<file path="config.mk">
export PLATFORM = sky130hd
export DESIGN_NAME = uart_tx_core
export DESIGN_NICKNAME = d
export VERILOG_FILES = /design/src/rtl/uart_pkg.sv /design/src/rtl/uart_baud_counter.sv /design/src/rtl/uart_tx_core.sv
export SDC_FILE = /design/constraint.sdc
export NUM_CORES = 1
export LEC_CHECK = 0
export ABC_AREA = 0
export CAP_MARGIN = 20
export CORE_UTILIZATION = 35
export CTS_CLUSTER_SIZE = 24
export DETAILED_ROUTE_END_ITERATION = 7
export PLACE_DENSITY_LB_ADDON = 0.15
export SETUP_SLACK_MARGIN = 0.15
export SLEW_MARGIN = 15
export SYNTH_ARGS = -nofsm -noshare
export SYNTH_HDL_FRONTEND = slang
export SYNTH_SLANG_ARGS = --single-unit
</file>
<file path="constraint.sdc">
create_clock -name clock -period 3.5 [get_ports clock]
set_clock_uncertainty 0.05 [all_clocks]
set_input_delay 0.875 -clock clock [delete_from_list [all_inputs] [get_ports clock]]
set_output_delay 0.875 -clock clock [all_outputs]
set_load 0.01 [all_outputs]
</file>
<file path="src/rtl/uart_pkg.sv">
// Shared UART definitions: transmit state encoding and framing constants.
package uart_pkg;

  localparam int   UartDataBits = 8;
  localparam logic IDLE_LEVEL   = 1'b1;

  typedef enum logic [2:0] {
    TX_IDLE  = 3'd0,
    TX_START = 3'd1,
    TX_DATA  = 3'd2,
    TX_STOP1 = 3'd3,
    TX_STOP2 = 3'd4
  } tx_state_e;

endpackage

</file>
<file path="src/rtl/uart_baud_counter.sv">
// Bit-period timer: counts clocks since the last clear and flags the final
// clock of a bit period (count == divisor), giving div+1 clocks per bit.
module uart_baud_counter
  import uart_pkg::*;
#(
  parameter int DIV_WIDTH = 16
) (
  input  logic                 clock,
  input  logic                 reset,
  input  logic                 i_clr,
  input  logic [DIV_WIDTH-1:0] i_div_q,
  output logic                 o_bit_end
);

  logic [DIV_WIDTH-1:0] r_count;

  // Free-running up-counter with synchronous clear at each bit boundary.
  always_ff @(posedge clock or negedge reset) begin
    if (!reset) begin
      r_count <= '0;
    end else if (i_clr) begin
      r_count <= '0;
    end else begin
      r_count <= r_count + DIV_WIDTH'(1);
    end
  end

  assign o_bit_end = (r_count == i_div_q);

endmodule

</file>
<file path="src/rtl/uart_tx_core.sv">
// UART transmitter: accepts a byte on a valid/ready handshake and shifts it
// out as start bit, 8 data bits LSB first, and one or two stop bits.
// Divisor and stop-bit count are captured at accept so mid-frame changes
// only affect the next frame.
module uart_tx_core
  import uart_pkg::*;
#(
  parameter int DATA_WIDTH = UartDataBits,
  parameter int DIV_WIDTH  = 16
) (
  input  logic                  clock,
  input  logic                  reset,
  input  logic                  tx_en,
  input  logic                  nstop,
  input  logic [DIV_WIDTH-1:0]  div,
  input  logic [DATA_WIDTH-1:0] data_in,
  input  logic                  data_valid,
  output logic                  data_ready,
  output logic                  txd,
  output logic                  busy
);

  localparam logic [2:0] LastBit = 3'(DATA_WIDTH - 1);

  tx_state_e             r_state;
  tx_state_e             w_state_nxt;
  logic [DATA_WIDTH-1:0] r_shift;
  logic [DATA_WIDTH-1:0] w_shift_nxt;
  logic [DIV_WIDTH-1:0]  r_div_q;
  logic                  r_nstop_q;
  logic [2:0]            r_bit_cnt;
  logic                  r_txd;
  logic                  w_txd_nxt;
  logic                  w_accept;
  logic                  w_cnt_end;
  logic                  w_bit_end;
  logic                  w_cnt_clr;

  assign w_accept  = data_valid & data_ready;
  // The counter's end flag is meaningless in Idle (count parked at zero).
  assign w_bit_end = w_cnt_end & (r_state != TX_IDLE);
  // Hold the counter at zero while idle so Start begins a fresh bit period.
  assign w_cnt_clr = (r_state == TX_IDLE) | w_cnt_end;

  uart_baud_counter #(
    .DIV_WIDTH (DIV_WIDTH)
  ) u_baud (
    .clock     (clock),
    .reset     (reset),
    .i_clr     (w_cnt_clr),
    .i_div_q   (r_div_q),
    .o_bit_end (w_cnt_end)
  );

  // State register.
  always_ff @(posedge clock or negedge reset) begin
    if (!reset) begin
      r_state <= TX_IDLE;
    end else begin
      r_state <= w_state_nxt;
    end
  end

  // Next-state logic: each non-idle state lasts whole bit periods.
  always_comb begin
    w_state_nxt = r_state;
    unique case (r_state)
      TX_IDLE:  if (w_accept) w_state_nxt = TX_START;
      TX_START: if (w_bit_end) w_state_nxt = TX_DATA;
      TX_DATA:  if (w_bit_end && (r_bit_cnt == LastBit)) w_state_nxt = TX_STOP1;
      TX_STOP1: if (w_bit_end) w_state_nxt = r_nstop_q ? TX_STOP2 : TX_IDLE;
      TX_STOP2: if (w_bit_end) w_state_nxt = TX_IDLE;
      default:  w_state_nxt = TX_IDLE;
    endcase
  end

  // Outputs: handshake, busy flag and the line level for the next state.
  always_comb begin
    data_ready = (r_state == TX_IDLE) && tx_en && reset;
    busy       = (r_state != TX_IDLE);
    unique case (w_state_nxt)
      TX_START: w_txd_nxt = 1'b0;
      TX_DATA:  w_txd_nxt = w_shift_nxt[0];
      default:  w_txd_nxt = IDLE_LEVEL;
    endcase
  end

  // Shift register next value: load on accept, shift after each data bit.
  always_comb begin
    w_shift_nxt = r_shift;
    if (w_accept) begin
      w_shift_nxt = data_in;
    end else if ((r_state == TX_DATA) && w_bit_end) begin
      w_shift_nxt = r_shift >> 1;
    end
  end

  // Frame datapath: captured config, shifter and data-bit index.
  always_ff @(posedge clock or negedge reset) begin
    if (!reset) begin
      r_shift   <= '0;
      r_div_q   <= '0;
      r_nstop_q <= 1'b0;
      r_bit_cnt <= 3'd0;
    end else begin
      r_shift <= w_shift_nxt;
      if (w_accept) begin
        r_div_q   <= div;
        r_nstop_q <= nstop;
        r_bit_cnt <= 3'd0;
      end else if ((r_state == TX_START) && w_bit_end) begin
        r_bit_cnt <= 3'd0;
      end else if ((r_state == TX_DATA) && w_bit_end) begin
        r_bit_cnt <= r_bit_cnt + 3'd1;
      end
    end
  end

  // Registered line driver, updated on the same edge as the state change.
  always_ff @(posedge clock or negedge reset) begin
    if (!reset) begin
      r_txd <= IDLE_LEVEL;
    end else begin
      r_txd <= w_txd_nxt;
    end
  end

  assign txd = r_txd;

endmodule

</file>
Word-level counts from Yosys, hierarchy flattened --
Index checks and enable logic that the tools add are counted. W data, S select, Z words.
Cells by class: $add $sub $neg 2, multipliers 0, div/mod/pow operators 0, order comparisons 0, equal/unequal tests 8, shift-type cells 0, mux-type cells 14, bitwise gates (word level) 3, reduce and logical (&&, ||, !) cells 9
Operators with widths (number):
- $mux W3 | 9
- $add A16 B1 Y16 const B | 1
- $eq A16 B16 Y1 | 1
- $mux W16 | 1
- $mux W8 | 2
- $pmux W3 S5 | 1
- $eq A3 B2 Y1 const B | 3
- $eq A3 B1 Y1 const B | 2
- $eq A3 B3 Y1 const B | 2
- $reduce_bool A3 Y1 | 2
- $logic_and A1 B1 Y1 | 5
- $add A3 B1 Y3 const B | 1
- $logic_not A3 Y1 | 1
- $and A1 B1 Y1 | 2
- $pmux W1 S2 | 1
- $reduce_bool A2 Y1 | 1
- $or A1 B1 Y1 | 1
Word-level totals: register bits after elaboration 48, bits in latches 0, bits in writable memories 0, ROM bits 0, input bits 29, output and inout port bits 3, logic and storage cells 44, memories 0

Depth between registers and ports, before layout --
Gate-level depths: netlist (run 1).
word-level depth 8, gate-level depth with buffers 7, depth with buffers taken out 6

Hierarchy --
Synthesis (run 1) repeated with hierarchy kept, for this count alone.
Unflattened totals: cell total of the unflattened synthesis 249, area, all modules 2471.1 µm²
Modules (own cells, without submodules):
- uart_tx_core | times used 1, cells an instance 147, area an instance 1450.1 µm², seq. area each 802.0 µm²
- uart_baud_counter | times used 1, cells an instance 102, area an instance 1021.0 µm², seq. area each 400.4 µm²

Worst setup path before layout (run 1) --
Ideal clock, no wire load.
kind in2reg, start point in data_valid, end point reg r_txd, in the netlist txd, setup time 83 ps, arrival 1892 ps, required time 3367 ps, path slack 1475 ps, cell stages on the path 5, buffers on the path 1, path through and4_1 > buf_6 > a221oi_2 > a21oi_2 > o32a_1
On the way: elaborated cells between the ends (all ways) 7, classes of those cells 2 x eq/ne; 4 x mux; 1 x bitwise
RTL lines:
- from (decl) | RTL line uart_tx_core.sv:17 | input logic data_valid,
- $and A1 B1 Y1 | RTL line uart_tx_core.sv:39 | assign w_accept = data_valid & data_ready;
- $mux W8 | RTL line uart_tx_core.sv:91 | if (w_accept) begin
- net w_shift_nxt[0] | RTL line uart_tx_core.sv:28 | logic [DATA_WIDTH-1:0] w_shift_nxt;
- $pmux W1 S2 | RTL line uart_tx_core.sv:81 | unique case (w_state_nxt)
- net w_txd_nxt | RTL line uart_tx_core.sv:33 | logic w_txd_nxt;
- to (signal assigned) | RTL line uart_tx_core.sv:124 | r_txd <= w_txd_nxt;
- to (decl) | RTL line uart_tx_core.sv:32 | logic r_txd;
The timed path passes the listed nets, and every way through them passes these cells. A chain may end at the register's enable or synchronous reset.

Final worst setup path (run 1) --
start point in tx_en, end point out data_ready
On the way: word-level cells in the longest chain between the ends 2
Ends and longest elaborated chain:
- from (decl) | RTL line uart_tx_core.sv:13 | input logic tx_en,
- $logic_and A1 B1 Y1 (2 in a row) | RTL line uart_tx_core.sv:79 | data_ready = (r_state == TX_IDLE) && tx_en && reset;
- to (decl) | RTL line uart_tx_core.sv:18 | output logic data_ready,
Every way passes these cells.

==> results.sh, run 1 <==
export IMPL_status="finished, violations left"
export IMPL_violations="DRC"
export IMPL_via_count=1600
export IMPL_post_cts_buffers=0
export IMPL_tns_ns=0
export IMPL_finalHoldViolCount=0
export IMPL_multi_input_area_um2=1074
export IMPL_initial_utilization=0.3681
export IMPL_fp_dieW_um=84.42
export IMPL_synth_nets=247
export IMPL_grt_overflow_total=0
export IMPL_worstSkewPairLatency_ns=0.30
export IMPL_fin_nets=279
export IMPL_numCtsBuffers=5
export IMPL_cts_root_buffer="clkbuf_8"
export IMPL_max_clock_freq_mhz=341.2
export IMPL_worst_path_buf_inv=2
export IMPL_layout_common_cells="47 x dfrtp_1, 30 x clkdlybuf4s50_1, 21 x xnor2_1, 20 x nor2_1, 18 x mux2_2"
export IMPL_grt_pass1_wl_um=7845
export IMPL_reg2reg_from="u_baud.r_count[0]"
export IMPL_setup_violations=0
export IMPL_die_h_um=84.42
export IMPL_slew_headroom=0.4597
export IMPL_synth_seq_cells=48
export IMPL_syn_inst=215
export IMPL_io_buffers=31
export IMPL_fp_row_count=29
export IMPL_grt_antenna_before_repair=0
export IMPL_rr_endpoint="txd"
export IMPL_utilization=0.4341
export IMPL_grt_util_met3=0.03638
export IMPL_ctsResizeCount=0
export IMPL_end_kind="output port"
export IMPL_dieArea_um2=7126
export IMPL_path_class="in2out"
export IMPL_tightest_slew_ns=0.8044
export IMPL_cts_sinks=48
export IMPL_cp_depth=3
export IMPL_critPathMaxFanout=2
export IMPL_io_pins=32
export IMPL_crit_chain="clkdlybuf4s50_1, and3_1, clkdlybuf4s50_1"
export IMPL_syn2layout_area_growth_pct=17.95
export IMPL_diodes=0
export IMPL_drt_wl_total_um=4301
export IMPL_layout_drive_gt1_share=0.1538
export IMPL_worstPathRequired_ns=2.57
export IMPL_synth_edf_count=0
export IMPL_gp_congestion=0.7397
export IMPL_met2_usage=0.2243
export IMPL_min_path_cells=1
export IMPL_r2r_cells=6
export IMPL_path_delay_family="buffers and inverters"
export IMPL_cts_htree_levels=2
export IMPL_cpMostUsedCell="clkdlybuf4s50_1"
export IMPL_synthArstFlopShare=1.000
export IMPL_fin_crit_sh=0.8373
export IMPL_top_usage_layer="met2"
export IMPL_maxCapViolations=0
export IMPL_grt_pass1_vias=1678
export IMPL_synth_seq_area_share=0.5058
export IMPL_met1_usage=0.1850
export IMPL_cp_startpoint="tx_en"
export IMPL_layout_commonest_cell="dfrtp_1"
export IMPL_hpwl_um=2975
export IMPL_post_drt_wl_per_cell_um=13.27
export IMPL_grtUsageTotal=0.1390
export IMPL_arrival_ns=2.01
export IMPL_coreArea_um2=6459
export IMPL_min_period_ns=2.931
export IMPL_slowest_delay_ns=0.53
export IMPL_start_kind="primary input"
export IMPL_ff_latch_area_um2=1202
export IMPL_synth_area_um2=2377
export IMPL_rsz0062_at_grt="no"
export IMPL_synth_area_per_cell_um2=11.06
export IMPL_maxSlewViolCount=0
export IMPL_yosys_warnings=0
export IMPL_power_leakage_nw=1.182
export IMPL_path_clk_slew_ns=0.09
export IMPL_cts_tree="done"
export IMPL_antenna_left=0
export IMPL_synth_ff_type="dfrtp_1"
export IMPL_power_density_nw_per_um2=634.1
export IMPL_drt_iter0_drc=78
export IMPL_fillCellCount=629
export IMPL_grt_max_degree=49
export IMPL_reg2reg_slack_ns=1.09
export IMPL_firstDrtPassIters=8
export IMPL_synth_cell_types=40
export IMPL_via_per_inst=4.938
export IMPL_drc=1
export IMPL_crit_path_end="data_ready"
export IMPL_min_path_type="reg2reg"
export IMPL_slowest_stage="clkdlybuf4s50_1"
export IMPL_cts_buffer_depth=2
export IMPL_ctsHoldBuffers=0
export IMPL_vdd_ir_drop_worst_v=0.0002935
==> worst min path at each step <==
| stage | end | startpoint |
|---|---|---|
| 6_report | r_nstop_q | r_nstop_q |
| 4_1_cts | r_nstop_q | r_nstop_q |
| 3_3_place_gp | r_nstop_q | r_nstop_q |
| 2_1_floorplan | r_nstop_q | r_nstop_q |
| 5_1_grt | r_div_q[5] | r_div_q[5] |
| 3_5_place_dp | r_nstop_q | r_nstop_q |
==> flip-flops by register name, indices dropped and copies added, names as in the netlist <==
register and flops:
r_div_q 16, r_shift 8, u_baud.r_count 16, r_nstop_q 1
r_bit_cnt 3, txd 1, r_state 3
==> metrics by stage <==
stage | instance area (um2) | cells | hold WS, ns | worst slack, ns | power, mW
finish | 2804 | 324 | 0.4688 | 0.5694 | 1.778
global route | 2804 | 324 | 0.5042 | 0.5474 | 1.929
CTS | 2804 | 324 | 0.4740 | 0.5635 | 1.811
detailed placement | 2726 | 317 | 0.4541 | 0.5662 | 1.492
global placement | 2726 | 317 | 0.4530 | 0.5744 | 1.482
floorplan | 2377 | 215 | 0.4314 | 1.475 | 1.327
==> kinds of logic after synthesis <==
logic type,count (synthesis),synth area share
XOR/XNOR,26,0.09579
adder cells (fa/ha/maj),3,0.01579
multiplexers,24,0.1105
flip-flops,48,0.5058
buffers and inverters,16,0.04263
AND/OR/NAND/NOR,70,0.1563
AO/OA/AOI/OAI,28,0.07316
==> area by class of cell <==
class                   count  area share
multi-input cells         151      0.3829
repair buffers             34      0.1169
flip-flops and latches     48      0.4288
well taps                  77     0.03436
clock buffers               6     0.02588
clock inverters             1    0.001785
inverters                   7    0.009371
==> Yosys cell counts (all sizes together) (2+ instances only) <==
master  count  area, um2
dfrtp      47       1176
xnor2      21      183.9
nor2       20      75.07
mux2       18      202.7
nand2      14      55.06
o21ai      13      65.06
buf         8      70.06
nand3       8      40.04
a21oi       7      38.79
inv         7      26.28
nand4       7      43.79
mux2i       6      60.06
xor2        5      43.79
or3         4      25.02
and2        3      21.27
and3        3      20.02
ha          3      37.54
nor3        3      20.02
a211oi      2      15.01
a22oi       2      15.01
and4        2      17.52
nor2b       2      12.51
==> power breakdown <==
| group | internal (mW) | switching (mW) | total, mW | leakage (nW) |
|---|---|---|---|---|
| sequential | 0.754 | 0.164 | 0.918 | 0.607 |
| clock | 0.136 | 0.177 | 0.314 | 0.0410 |
| combinational | 0.311 | 0.235 | 0.546 | 0.534 |
| total | 1.20 | 0.577 | 1.78 | 1.18 |
==> per-layer routing <==
layer | vias to the layer above | share of wire
met2 | 29 | 0.47
met5 | - | 0
met3 | 7 | 0.038
met4 | 0 | 0.013
met1 | 759 | 0.48
li1 | 805 | -
Power figures use the tool's default switching activity.
==> run 2: changes to the inputs <==
==> constraint.sdc (replaced) <==
create_clock -name clock -period 2.8 [get_ports clock]
set_clock_uncertainty 0.05 [all_clocks]
set_input_delay 0.7 -clock clock [delete_from_list [all_inputs] [get_ports clock]]
set_output_delay 0.7 -clock clock [all_outputs]
set_load 0.01 [all_outputs]
==> run 2 against run 1 <==
  * The run still ends with DRC left
  * Cell count grew 0.93%
  * Sequential power is 25% higher
  * Sequential share of layout area is 0.73 points lower
  * Critical endpoint unchanged
  * Largest power group unchanged
  * Highest routed layer unchanged
==> results.sh, run 2 (same netlist as run 1, synthesis figures left out) <==
export IMPL_cts_tree="done"
export IMPL_post_cts_buffers=0
export IMPL_drt_wl_total_um=4278
export IMPL_io_pins=32
export IMPL_grt_max_degree=49
export IMPL_cp_depth=3
export IMPL_cts_htree_levels=2
export IMPL_layout_drive_gt1_share=0.1680
export IMPL_path_delay_family="buffers and inverters"
export IMPL_crit_chain="clkdlybuf4s50_1, and3_1, clkdlybuf4s50_1"
export IMPL_dieArea_um2=7126
export IMPL_initial_utilization=0.3681
export IMPL_rsz0062_at_grt="no"
export IMPL_die_h_um=84.42
export IMPL_start_kind="primary input"
export IMPL_rr_endpoint="r_shift[1]"
export IMPL_grt_pass1_vias=1644
export IMPL_post_drt_wl_per_cell_um=13.08
export IMPL_drc=2
export IMPL_arrival_ns=1.82
export IMPL_path_class="in2out"
export IMPL_critPathMaxFanout=2
export IMPL_reg2reg_slack_ns=0.60
export IMPL_gp_congestion=0.7522
export IMPL_maxSlewViolCount=0
export IMPL_finalHoldViolCount=0
export IMPL_grt_overflow_total=0
export IMPL_worst_path_buf_inv=2
export IMPL_layout_commonest_cell="dfrtp_1"
export IMPL_ctsHoldBuffers=0
export IMPL_hpwl_um=2991
export IMPL_fin_nets=281
export IMPL_coreArea_um2=6459
export IMPL_via_per_inst=4.982
export IMPL_reg2reg_from="u_baud.r_count[2]"
export IMPL_slew_headroom=0.5935
export IMPL_drt_iter0_drc=75
export IMPL_grt_antenna_before_repair=0
export IMPL_tightest_slew_ns=0.6097
export IMPL_numCtsBuffers=5
export IMPL_end_kind="output port"
export IMPL_cts_root_buffer="clkbuf_8"
export IMPL_power_density_nw_per_um2=823.1
export IMPL_antenna_left=0
export IMPL_syn2layout_area_growth_pct=20.00
export IMPL_maxCapViolations=0
export IMPL_io_buffers=31
export IMPL_placed_area_um2=2741
export IMPL_fp_dieW_um=84.42
export IMPL_cpMostUsedCell="clkdlybuf4s50_1"
export IMPL_diodes=0
export IMPL_vdd_ir_drop_worst_v=0.0003595
export IMPL_min_path_type="in2async"
export IMPL_status="finished, violations left"
export IMPL_whs_ns=0.4555
export IMPL_cts_sinks=48
export IMPL_fp_row_count=29
export IMPL_power_leakage_nw=1.206
export IMPL_path_clk_slew_ns=0.09
export IMPL_cp_startpoint="tx_en"
export IMPL_min_period_ns=2.575
export IMPL_ctsResizeCount=0
export IMPL_max_clock_freq_mhz=388.4
export IMPL_grtUsageTotal=0.1353
export IMPL_reg_largest_list="r_div_q (16), u_baud.r_count (16), r_shift (8)"
export IMPL_firstDrtPassIters=6
export IMPL_fin_crit_sh=0.9196
export IMPL_layout_common_cells="47 x dfrtp_1, 30 x clkdlybuf4s50_1, 21 x xnor2_1, 20 x nor2_1, 18 x mux2_2"
export IMPL_grt_pass1_wl_um=7583
export IMPL_tns_ns=0
export IMPL_worstPathRequired_ns=2.05
export IMPL_crit_path_end="data_ready"
export IMPL_via_count=1629
export IMPL_cts_buffer_depth=2
export IMPL_slowest_delay_ns=0.52
export IMPL_stdcell_area_um2=2853
export IMPL_slowest_stage="clkdlybuf4s50_1"
export IMPL_r2r_cells=7
export IMPL_worstSkewPairLatency_ns=0.30
export IMPL_violations="DRC"
export IMPL_setup_violations=0
==> run 2: cell types whose count changed in the layout (fill, tap and decap cells not counted), sizes merged <==
| cell | before | now |
|---|---|---|
| buf | 4 | 6 |
| bufinv | 0 | 1 |
| clkbuf | 6 | 5 |
| clkinvlp | 0 | 1 |
==> run 2: worst min-delay path by stage <==
| stage | to | depth (start not counted) |
|---|---|---|
| after global routing | r_div_q[12] | 1 |
| after floorplan | r_bit_cnt[0] | 0 |
| after global placement | r_nstop_q | 1 |
| after detailed placement | r_nstop_q | 1 |
| after CTS | r_nstop_q | 1 |
| final | r_shift[1] | 2 |
==> run 2: cell type report <==
type | count | area (um2)
well taps | 77 | 96.34
flip-flops and latches | 48 | 1202
multi-input cells | 151 | 1074
clock buffers | 5 | 68.82
fillers | 632 | 3606
repair buffers | 36 | 342.8
clock inverters | 3 | 42.54
inverters | 7 | 26.28
==> run 2: stage by stage <==
| step | utilization | setup slack (ns) | cells | power [mW] |
|---|---|---|---|---|
| after floorplan | - | 0.9496 | 215 | 1.658 |
| after global placement | 0.4244 | 0.2307 | 319 | 1.863 |
| after detailed placement | 0.4244 | 0.2196 | 319 | 1.873 |
| after CTS | 0.4417 | 0.2192 | 327 | 2.387 |
| after global routing | 0.4417 | 0.1915 | 327 | 2.534 |
| final | 0.4417 | 0.2252 | 327 | 2.348 |
==> run 2: per-layer routing <==
layer | share of wire | track usage
met2 | 0.47 | 0.2176
met1 | 0.47 | 0.1757
met5 | 0 | 0
met3 | 0.041 | 0.03048
met4 | 0.018 | 0.06009
==> run 2: power by group <==
group	internal, mW	switching [mW]	total [mW]
Combinational	0.398	0.302	0.699
Clock	0.264	0.239	0.504
Sequential	0.942	0.203	1.15
Total	1.60	0.744	2.35
==> run 2: worst reg2reg max path, cell delays in order (launching register included) <==
cell and delay (ns):
dfrtp_1 0.45, xnor2_1 0.21, nand4_1 0.18, nor4_4 0.53
buf_4 0.24, and2_4 0.17, mux2i_1 0.19, o21ai_1 0.07
